[config.mk]
export PLATFORM = sky130hd
export DESIGN_NAME = sseg_mux_dimmer
export DESIGN_NICKNAME = d
export VERILOG_FILES = /design/src/rtl/sseg_pkg.sv /design/src/rtl/free_run_counter.sv /design/src/rtl/sseg_mux_dimmer.sv
export SDC_FILE = /design/constraint.sdc
export NUM_CORES = 1
export LEC_CHECK = 0
export ABC_AREA = 1
export ABC_CLOCK_PERIOD_IN_PS = 5700
export CAP_MARGIN = 10
export CORE_MARGIN = 1
export CORE_UTILIZATION = 40
export CTS_CLUSTER_SIZE = 12
export DETAILED_ROUTE_END_ITERATION = 10
export GPL_TIMING_DRIVEN = 0
export PLACE_DENSITY = 0.77
export SLEW_MARGIN = 20
export SYNTH_ARGS = -nofsm -noshare
export SYNTH_HDL_FRONTEND = slang
export SYNTH_SLANG_ARGS = --single-unit
[constraint.sdc]
create_clock -name clk_i -period 5.7 [get_ports clk_i]
set_input_delay 1.14 -clock clk_i [delete_from_list [all_inputs] [get_ports clk_i]]
set_output_delay 1.14 -clock clk_i [all_outputs]
set_load 0.1 [all_outputs]
[src/rtl/sseg_pkg.sv]
// Shared types and constants for the seven-segment display path.
package sseg_pkg;

    typedef logic [6:0] seg_t;

    localparam seg_t        SEG_OFF    = 7'h7F;
    localparam logic [3:0]  AN_OFF     = 4'b1111;
    localparam int unsigned NUM_DIGITS = 4;

endpackage : sseg_pkg

[src/rtl/free_run_counter.sv]
// Free-running N-bit up counter with a combinational terminal-count flag.
module free_run_counter #(
    parameter int unsigned N = 18
) (
    input  logic         i_clk,
    input  logic         i_rst,
    output logic [N-1:0] o_q,
    output logic         o_wrap_c
);

    logic [N-1:0] r_q;

    always_ff @(posedge i_clk) begin
        if (i_rst) begin
            r_q <= '0;
        end else begin
            r_q <= r_q + N'(1);
        end
    end

    assign o_q      = r_q;
    assign o_wrap_c = &r_q;

endmodule : free_run_counter

[src/rtl/sseg_mux_dimmer.sv]
// Four-digit multiplexed seven-segment driver with per-digit blanking,
// PWM dimming and an end-of-frame strobe.
module sseg_mux_dimmer
    import sseg_pkg::*;
#(
    parameter int unsigned N  = 18,
    parameter int unsigned BW = 4
) (
    input  logic          clk_i,
    input  logic          rst_i,
    input  logic [6:0]    in0_i,
    input  logic [6:0]    in1_i,
    input  logic [6:0]    in2_i,
    input  logic [6:0]    in3_i,
    input  logic [3:0]    dp_i,
    input  logic [3:0]    blank_i,
    input  logic [BW-1:0] bright_i,
    output logic [3:0]    an_o,
    output logic [6:0]    sseg_o,
    output logic          dp_o,
    output logic          frame_o
);

    if (N < BW + 3) begin : g_param_check
        $error("sseg_mux_dimmer: N must be >= BW+3");
    end

    logic [N-1:0]  w_q;
    logic          w_wrap;
    logic [1:0]    w_sel;
    logic [BW-1:0] w_frac;
    logic          w_frame_pt;
    logic          w_slot_pt;
    logic [3:0]    w_blank_nx;
    logic [BW-1:0] w_bright_nx;
    seg_t          w_seg_sel;
    logic          w_dp_sel;
    seg_t          w_seg_nx;
    logic          w_dp_nx;
    logic          w_on;
    logic [3:0]    w_an_nx;

    logic [3:0]    r_blank_l;
    logic [BW-1:0] r_bright_l;
    seg_t          r_seg_l;
    logic          r_dp_l;
    logic [3:0]    r_an;
    seg_t          r_sseg;
    logic          r_dp;
    logic          r_frame;

    free_run_counter #(.N(N)) u_cnt (
        .i_clk    (clk_i),
        .i_rst    (rst_i),
        .o_q      (w_q),
        .o_wrap_c (w_wrap)
    );

    assign w_sel      = w_q[N-1:N-2];
    assign w_frac     = w_q[N-3:N-2-BW];
    assign w_frame_pt = (w_q == '0);
    assign w_slot_pt  = (w_q[N-3:0] == '0);

    // Digit pattern for the slot being entered.
    always_comb begin
        w_seg_sel = SEG_OFF;
        case (w_sel)
            2'd0:    w_seg_sel = in0_i;
            2'd1:    w_seg_sel = in1_i;
            2'd2:    w_seg_sel = in2_i;
            default: w_seg_sel = in3_i;
        endcase
    end

    assign w_dp_sel = dp_i[w_sel];

    // Post-edge latch values, so a capture cycle already drives the new data.
    assign w_blank_nx  = w_frame_pt ? blank_i  : r_blank_l;
    assign w_bright_nx = w_frame_pt ? bright_i : r_bright_l;
    assign w_seg_nx    = w_slot_pt  ? w_seg_sel : r_seg_l;
    assign w_dp_nx     = w_slot_pt  ? w_dp_sel  : r_dp_l;

    assign w_on    = !w_blank_nx[w_sel] && (w_frac < w_bright_nx);
    assign w_an_nx = w_on ? ~(4'b0001 << w_sel) : AN_OFF;

    always_ff @(posedge clk_i) begin
        if (rst_i) begin
            r_blank_l  <= 4'hF;
            r_bright_l <= '0;
            r_seg_l    <= SEG_OFF;
            r_dp_l     <= 1'b1;
            r_an       <= AN_OFF;
            r_sseg     <= SEG_OFF;
            r_dp       <= 1'b1;
            r_frame    <= 1'b0;
        end else begin
            r_blank_l  <= w_blank_nx;
            r_bright_l <= w_bright_nx;
            r_seg_l    <= w_seg_nx;
            r_dp_l     <= w_dp_nx;
            r_an       <= w_an_nx;
            // Cathodes follow the anodes dark to avoid ghosting.
            r_sseg     <= w_on ? w_seg_nx : SEG_OFF;
            r_dp       <= w_on ? w_dp_nx  : 1'b1;
            r_frame    <= w_wrap;
        end
    end

    assign an_o    = r_an;
    assign sseg_o  = r_sseg;
    assign dp_o    = r_dp;
    assign frame_o = r_frame;

endmodule : sseg_mux_dimmer
==> results of run 1 <==
area by class of cell:
type,instances,share of cell area (%)
Multi-Input combinational cell,209,36.0
Sequential cell,47,32.4
Timing Repair Buffer,54,18.6
Inverter,39,5.03
Tap cell,70,3.01
Clock buffer,6,2.50
Buffer,10,2.07
Clock inverter,2,0.430
cell families after synthesis:
family	count (synthesis)	share of synthesized area, %
AND/OR/NAND/NOR	168	35.4
buffers and inverters	49	9.41
flip-flops	47	42.9
AO/OA/AOI/OAI	33	8.10
adder cells (fa/ha/maj)	5	2.85
multiplexers	3	1.37
worst min path at each step:
stage                    to    startpoint  slack (ns)
2_1_floorplan  u_cnt.o_q[0]  u_cnt.o_q[0]        0.44
3_3_place_gp   u_cnt.o_q[0]  u_cnt.o_q[0]        0.46
3_5_place_dp   r_blank_l[1]  r_blank_l[1]        0.47
4_1_cts        r_blank_l[3]  r_blank_l[3]        0.49
5_1_grt        r_blank_l[3]  r_blank_l[3]        0.52
6_report       r_blank_l[3]  r_blank_l[3]        0.49
cells in the mapped netlist, types with 3 or more instances:
cell type,instances
nor2_2,5
nand4_1,24
ha_1,5
nor3_1,3
nand3_1,19
buf_2,3
o21ai_0,6
inv_1,36
nand2_1,75
nor2_1,35
a21oi_1,22
clkbuf_1,4
mux2i_1,3
dfxtp_1,47
power by group through the flow:
stage / registers [mW] / logic (mW) / clock network, mW
floorplan: 0.396 / 0.0730 / 0
global placement: 0.362 / 0.160 / 0
detailed placement: 0.363 / 0.162 / 0
CTS: 0.355 / 0.163 / 0.204
global route: 0.358 / 0.178 / 0.218
finish: 0.355 / 0.162 / 0.198
registers in the layout, indices dropped and copies added (netlist names):
name,cells
u_cnt.o_q,18
r_seg_l,7
sseg_o,7
an_o,4
r_blank_l,4
r_bright_l,4
dp_o,1
frame_o,1
r_dp_l,1
layer usage:
metal / wire [µm] / part of all wire [%]
met1: 2410 / 47
met2: 2510 / 49
met3: 183 / 3.6
met4: 33 / 0.64
met5: 0 / 0
stage by stage:
stage	cell area [µm²]	std cells	worst slack, ns	util (%)
2_1_floorplan	2190	305	3.45	-
4_1_cts	2910	437	2.79	55.9
5_1_grt	2910	437	2.75	55.9
3_3_place_gp	2820	429	2.88	54.2
6_report	2910	437	2.80	55.9
3_5_place_dp	2820	429	2.85	54.2
==> run metrics, run 1 <==
Crit. End Element output pin; post-synthesis sequential element count 47; main area contributors after synthesis dfxtp_1 (43%), nand2_1 (13%), nand4_1 (6.8%), inv_1 (6.2%), nor2_1 (6.0%); CTS Buf Count 5; CTS tree yes; worst r2r src u_cnt.o_q[0]; Post-CTS Hold Fix Bufs 0; maximum VDD drop 0.0996 mV; critical path depth in cells 1; post-route ant nets 0; vias in the first global route 2,027; Worst R2R Path Depth 14; CTS Buffer Depth 2; Cell Rows 26; Synth async-reset ratio 0%; Die Footprint 5790 µm²; Register Area 941 µm²; met3 Track Usage GR 2.99%; Bufs and invs on worst path 1; Setup CP Type flip-flop to output pin; Req. time, crit path 4.56 ns; RSZ-0062 raised after global routing false; fin crit share 50.8%; Post-synth EDFFs 0; via total after detailed routing 2,103; Layout Nets 413; Switching Share 30.1%; Fin. Hold Viols 0; Slew @ Worst Pin 0.991 ns; Worst slew margin 33.7%; CP Max Fanout 1; H-tree levels 2; antenna violations before repair 0; All-Layer GR Usage 19.1%; Post-Syn Area per Cell 7.20 µm²; Syn. warnings 0; Yosys cell types 27; slowest stage cell, crit path clkdlybuf4s50_1; post-synth top area share 42.9%; Critical Path End sseg_o[1]; Hold Slack 0.487 ns; DRC violations left 0; share of layout cells above drive strength 1 6.54%; Vias per Instance 4.81; most frequent cells in the layout nand2_1 (75), clkdlybuf4s50_1 (54), dfxtp_1 (47), inv_1 (36), nor2_1 (35); top_reg_cell synth dfxtp_1; hold depth 2; Cells after Synth 305; area occupied by multi-input gates 1050 µm²; die width 76.1 µm; clock sink count 47; Pleak 1.28 nW; Post-CTS Setup Bufs 0; synthesized area 2190 µm²; DRT iter0 DRCs 137; Comb power frac 22.6%; cell taking the most area after synthesis dfxtp_1; final setup fails 0; largest net degree at the start of global routing 15; Clock Power Share 27.7%; GPL Wtd Cong 0.844; Most Used Layer, Global Route met2; PD cells 246 nW/µm²; # resized after CTS 0; total grt overflow 0; Clk Latency, worst-skew pair 0.30 ns; WL final 5140 µm; clock-pin slew on the worst setup and hold paths 0.08 ns; CP Launch Point sseg_o[1]; diode count 0; Syn Nets 352; Pint 0.500 mW; outcome finished, final reports clean; boundary pin count 55; Detail Placement HPWL 3970 µm; Sequential Power Share 49.7%; DR WL/cell 11.8 µm; HP Class flip-flop to flip-flop; fmax 345 MHz; largest stage delay on the critical path 1.14 ns; crit path DAT 1.76 ns; clock root cell clkbuf_8; first-pass GRT wire length 8980 µm; Top delay family on crit path buffers and inverters; Cell Chain, Critical Path clkdlybuf4s50_1; sequential area share after synthesis 42.9%; Reg-to-Reg End sseg_o[1]; initial core utilization 42.2%; reg-to-reg slack, setup 3.25 ns; met1 GRT Util 23.7%; Design Power 0.715 mW; Die Ht 76.1 µm; Area Overhead vs Synth 32.5%; drt pass-1 iters 4; core area 5200 µm²; Final Max Tran Viols 0; grt met2 use 34.2%; fillers 499; skew final 0.00471 ns; port bufs 54; switching pwr 0.215 mW; max-cap violation count 0; setup_tns 0 ns; Period minus WS final 2.90 ns; CP startpoint kind flip-flop; commonest non-fill, non-tap cell in the layout nand2_1
Note: power is estimated with default switching activity, not from simulation.
==> run 2, diff against run 1 <==
Settings changed: ABC_CLOCK_PERIOD_IN_PS 5700 to 2800.
Clock period 5.7 ns to 2.8 ns, I/O delays scaled along.
==> results of run 2 <==
The final DEF is identical to that of run 1. Status: finished, final reports clean.
Among the figures that moved: setup slack after placement 2.85 ns -> 0.354 ns; clock-pin slew on the worst setup and hold paths 0.08 ns -> 0.09 ns; setup slack after layout 2.80 ns -> 0.353 ns; start point of the critical path sseg_o[1] -> u_cnt.o_q[0]; register-to-register setup slack 3.25 ns -> 0.35 ns; total power 0.715 mW -> 1.46 mW; worst IR drop on VDD 0.0996 mV -> 0.203 mV
==> run 3, diff against run 2 <==
Settings changed: GPL_TIMING_DRIVEN 0 to default, SKIP_CTS_REPAIR_TIMING from default to 1.
==> run 3 against run 2 <==
Net effect: fmax down 1.4%; utilization shrank 0.79 points; total power up 4.7%; register-to-register slack got worse by 0.04 ns; largest power group unchanged; critical path depth shrank 1; critical endpoint is now an_o[3]; final area fell by 1.4%; flip-flop and latch count unchanged.
==> run metrics, run 3 (same netlist as run 1, synthesis figures left out) <==
Setup CP Type flip-flop to flip-flop; Top delay family on crit path simple AND/OR/NAND/NOR gates; Crit. End Element flip-flop; port bufs 54; diode count 0; Area Overhead vs Synth 30.6%; critical path depth in cells 13; Sequential Power Share 47.5%; CP Max Fanout 12; GPL Wtd Cong 0.792; reg-to-reg slack, setup 0.32 ns; commonest non-fill, non-tap cell in the layout nand2_1; non-filler cells in the finished layout 430; clock sink count 47; switching pwr 0.431 mW; Req. time, crit path 2.96 ns; Comb power frac 20.6%; maximum VDD drop 0.230 mV; All-Layer GR Usage 19.2%; Worst R2R Path Depth 13; Design Power 1.52 mW; core area 5200 µm²; clock-pin slew on the worst setup and hold paths 0.08 ns; fin crit share 88.7%; Hold Slack 0.479 ns; total grt overflow 0; CTS Buf Count 5; Reg-to-Reg End an_o[3]; most frequent cells in the layout nand2_1 (75), dfxtp_1 (47), clkdlybuf4s50_1 (41), inv_1 (36), nor2_1 (35); drt pass-1 iters 4; Switching Share 28.3%; max-cap violation count 0; Largest register FFs 18; Fin. Hold Viols 0; slowest stage cell, crit path nor2_2; clock root cell clkbuf_8; Pleak 1.27 nW; via total after detailed routing 2,119; Detail Placement HPWL 3820 µm; Cells after DPL 423; antenna violations before repair 0; Bufs and invs on worst path 2; Cell Chain, Critical Path inv_1 > ha_1 > inv_1 > nor2_1 > nand2_1 > nor2_1 > nand3_2 > mux2i_1 > ha_1 > a21oi_1 > nand2_1 > nor2_2 > nand4_1; WL final 5150 µm; die width 76.1 µm; Slew @ Worst Pin 0.644 ns; Die Footprint 5790 µm²; Worst slew margin 56.9%; initial core utilization 42.2%; Die Ht 76.1 µm; setup_tns 0 ns; RSZ-0062 raised after global routing false; fillers 506; area occupied by multi-input gates 1050 µm²; vias in the first global route 1,940; post-route ant nets 0; Clk Latency, worst-skew pair 0.31 ns; PD cells 532 nW/µm²; Layout Nets 407; hold depth 1; Final Max Tran Viols 0; Cell Rows 26; worst r2r src u_cnt.o_q[0]; final setup margin 0.317 ns; Clock Power Share 31.9%; Pint 1.09 mW; CP startpoint kind flip-flop; fmax 403 MHz; boundary pin count 55; final setup fails 0; CTS tree yes; outcome finished, final reports clean; Endpoint, Worst Hold u_cnt.o_q[0]; Vias per Instance 4.93; Setup WS pre-CTS 0.318 ns; DR WL/cell 12.0 µm; HP Class flip-flop to flip-flop; DRC violations left 0; CTS Buffer Depth 2; share of layout cells above drive strength 1 9.72%; worst hold start u_cnt.o_q[0]; H-tree levels 2; largest net degree at the start of global routing 25; Register Area 941 µm²; crit path DAT 2.65 ns; skew final 0.0102 ns; largest stage delay on the critical path 0.41 ns; first-pass GRT wire length 8870 µm; DRT iter0 DRCs 93; Period minus WS final 2.48 ns
==> run 3: cell types whose count changed in the layout (fill, tap and decap cells not counted) <==
cell / previous run / this run
buf_2: 3 / 0
buf_4: 1 / 17
buf_6: 2 / 0
bufinv_16: 0 / 1
clkbuf_1: 5 / 0
clkdlybuf4s50_1: 54 / 41
clkinv_2: 1 / 0
==> run 3: stage by stage <==
step                      instance area [µm²]  util (%)
after floorplan                          2190         -
after global placement                   2760      53.0
after detailed placement                 2760      53.0
after CTS                                2870      55.1
after global routing                     2870      55.1
final                                    2870      55.1
==> run 3: per-layer routing <==
metal,up-vias,global-route usage [%],share of wire [%]
li1,1105,-,-
met1,974,25.9,49
met2,35,29.5,46
met3,5,4.91,4.1
met4,0,6.73,1.2
met5,-,0,0
==> run 3: worst max path at each step <==
stage	start	end	slack (ns)
global route	u_cnt.o_q[0]	sseg_o[2]	0.04
CTS	u_cnt.o_q[0]	an_o[3]	0.32
finish	u_cnt.o_q[0]	an_o[3]	0.32
global placement	u_cnt.o_q[0]	an_o[1]	0.45
detailed placement	u_cnt.o_q[0]	an_o[3]	0.32
floorplan	u_cnt.o_q[0]	an_o[1]	0.70
==> run 3: layout make-up <==
type                       count  area share (%)
timing repair buffer          58            18.8
clock buffer                   5            2.40
multi-input combinational    209            36.5
clock inverter                 2            1.31
tap                           70            3.06
sequential                    47            32.8
inverter                      39            5.11
==> run 3: power by group through the flow <==
stage	clock network, mW	registers, mW	logic [mW]
2_1_floorplan	0	0.806	0.149
3_3_place_gp	0	0.738	0.309
3_5_place_dp	0	0.739	0.314
4_1_cts	0.490	0.724	0.316
5_1_grt	0.526	0.729	0.348
6_report	0.486	0.724	0.314
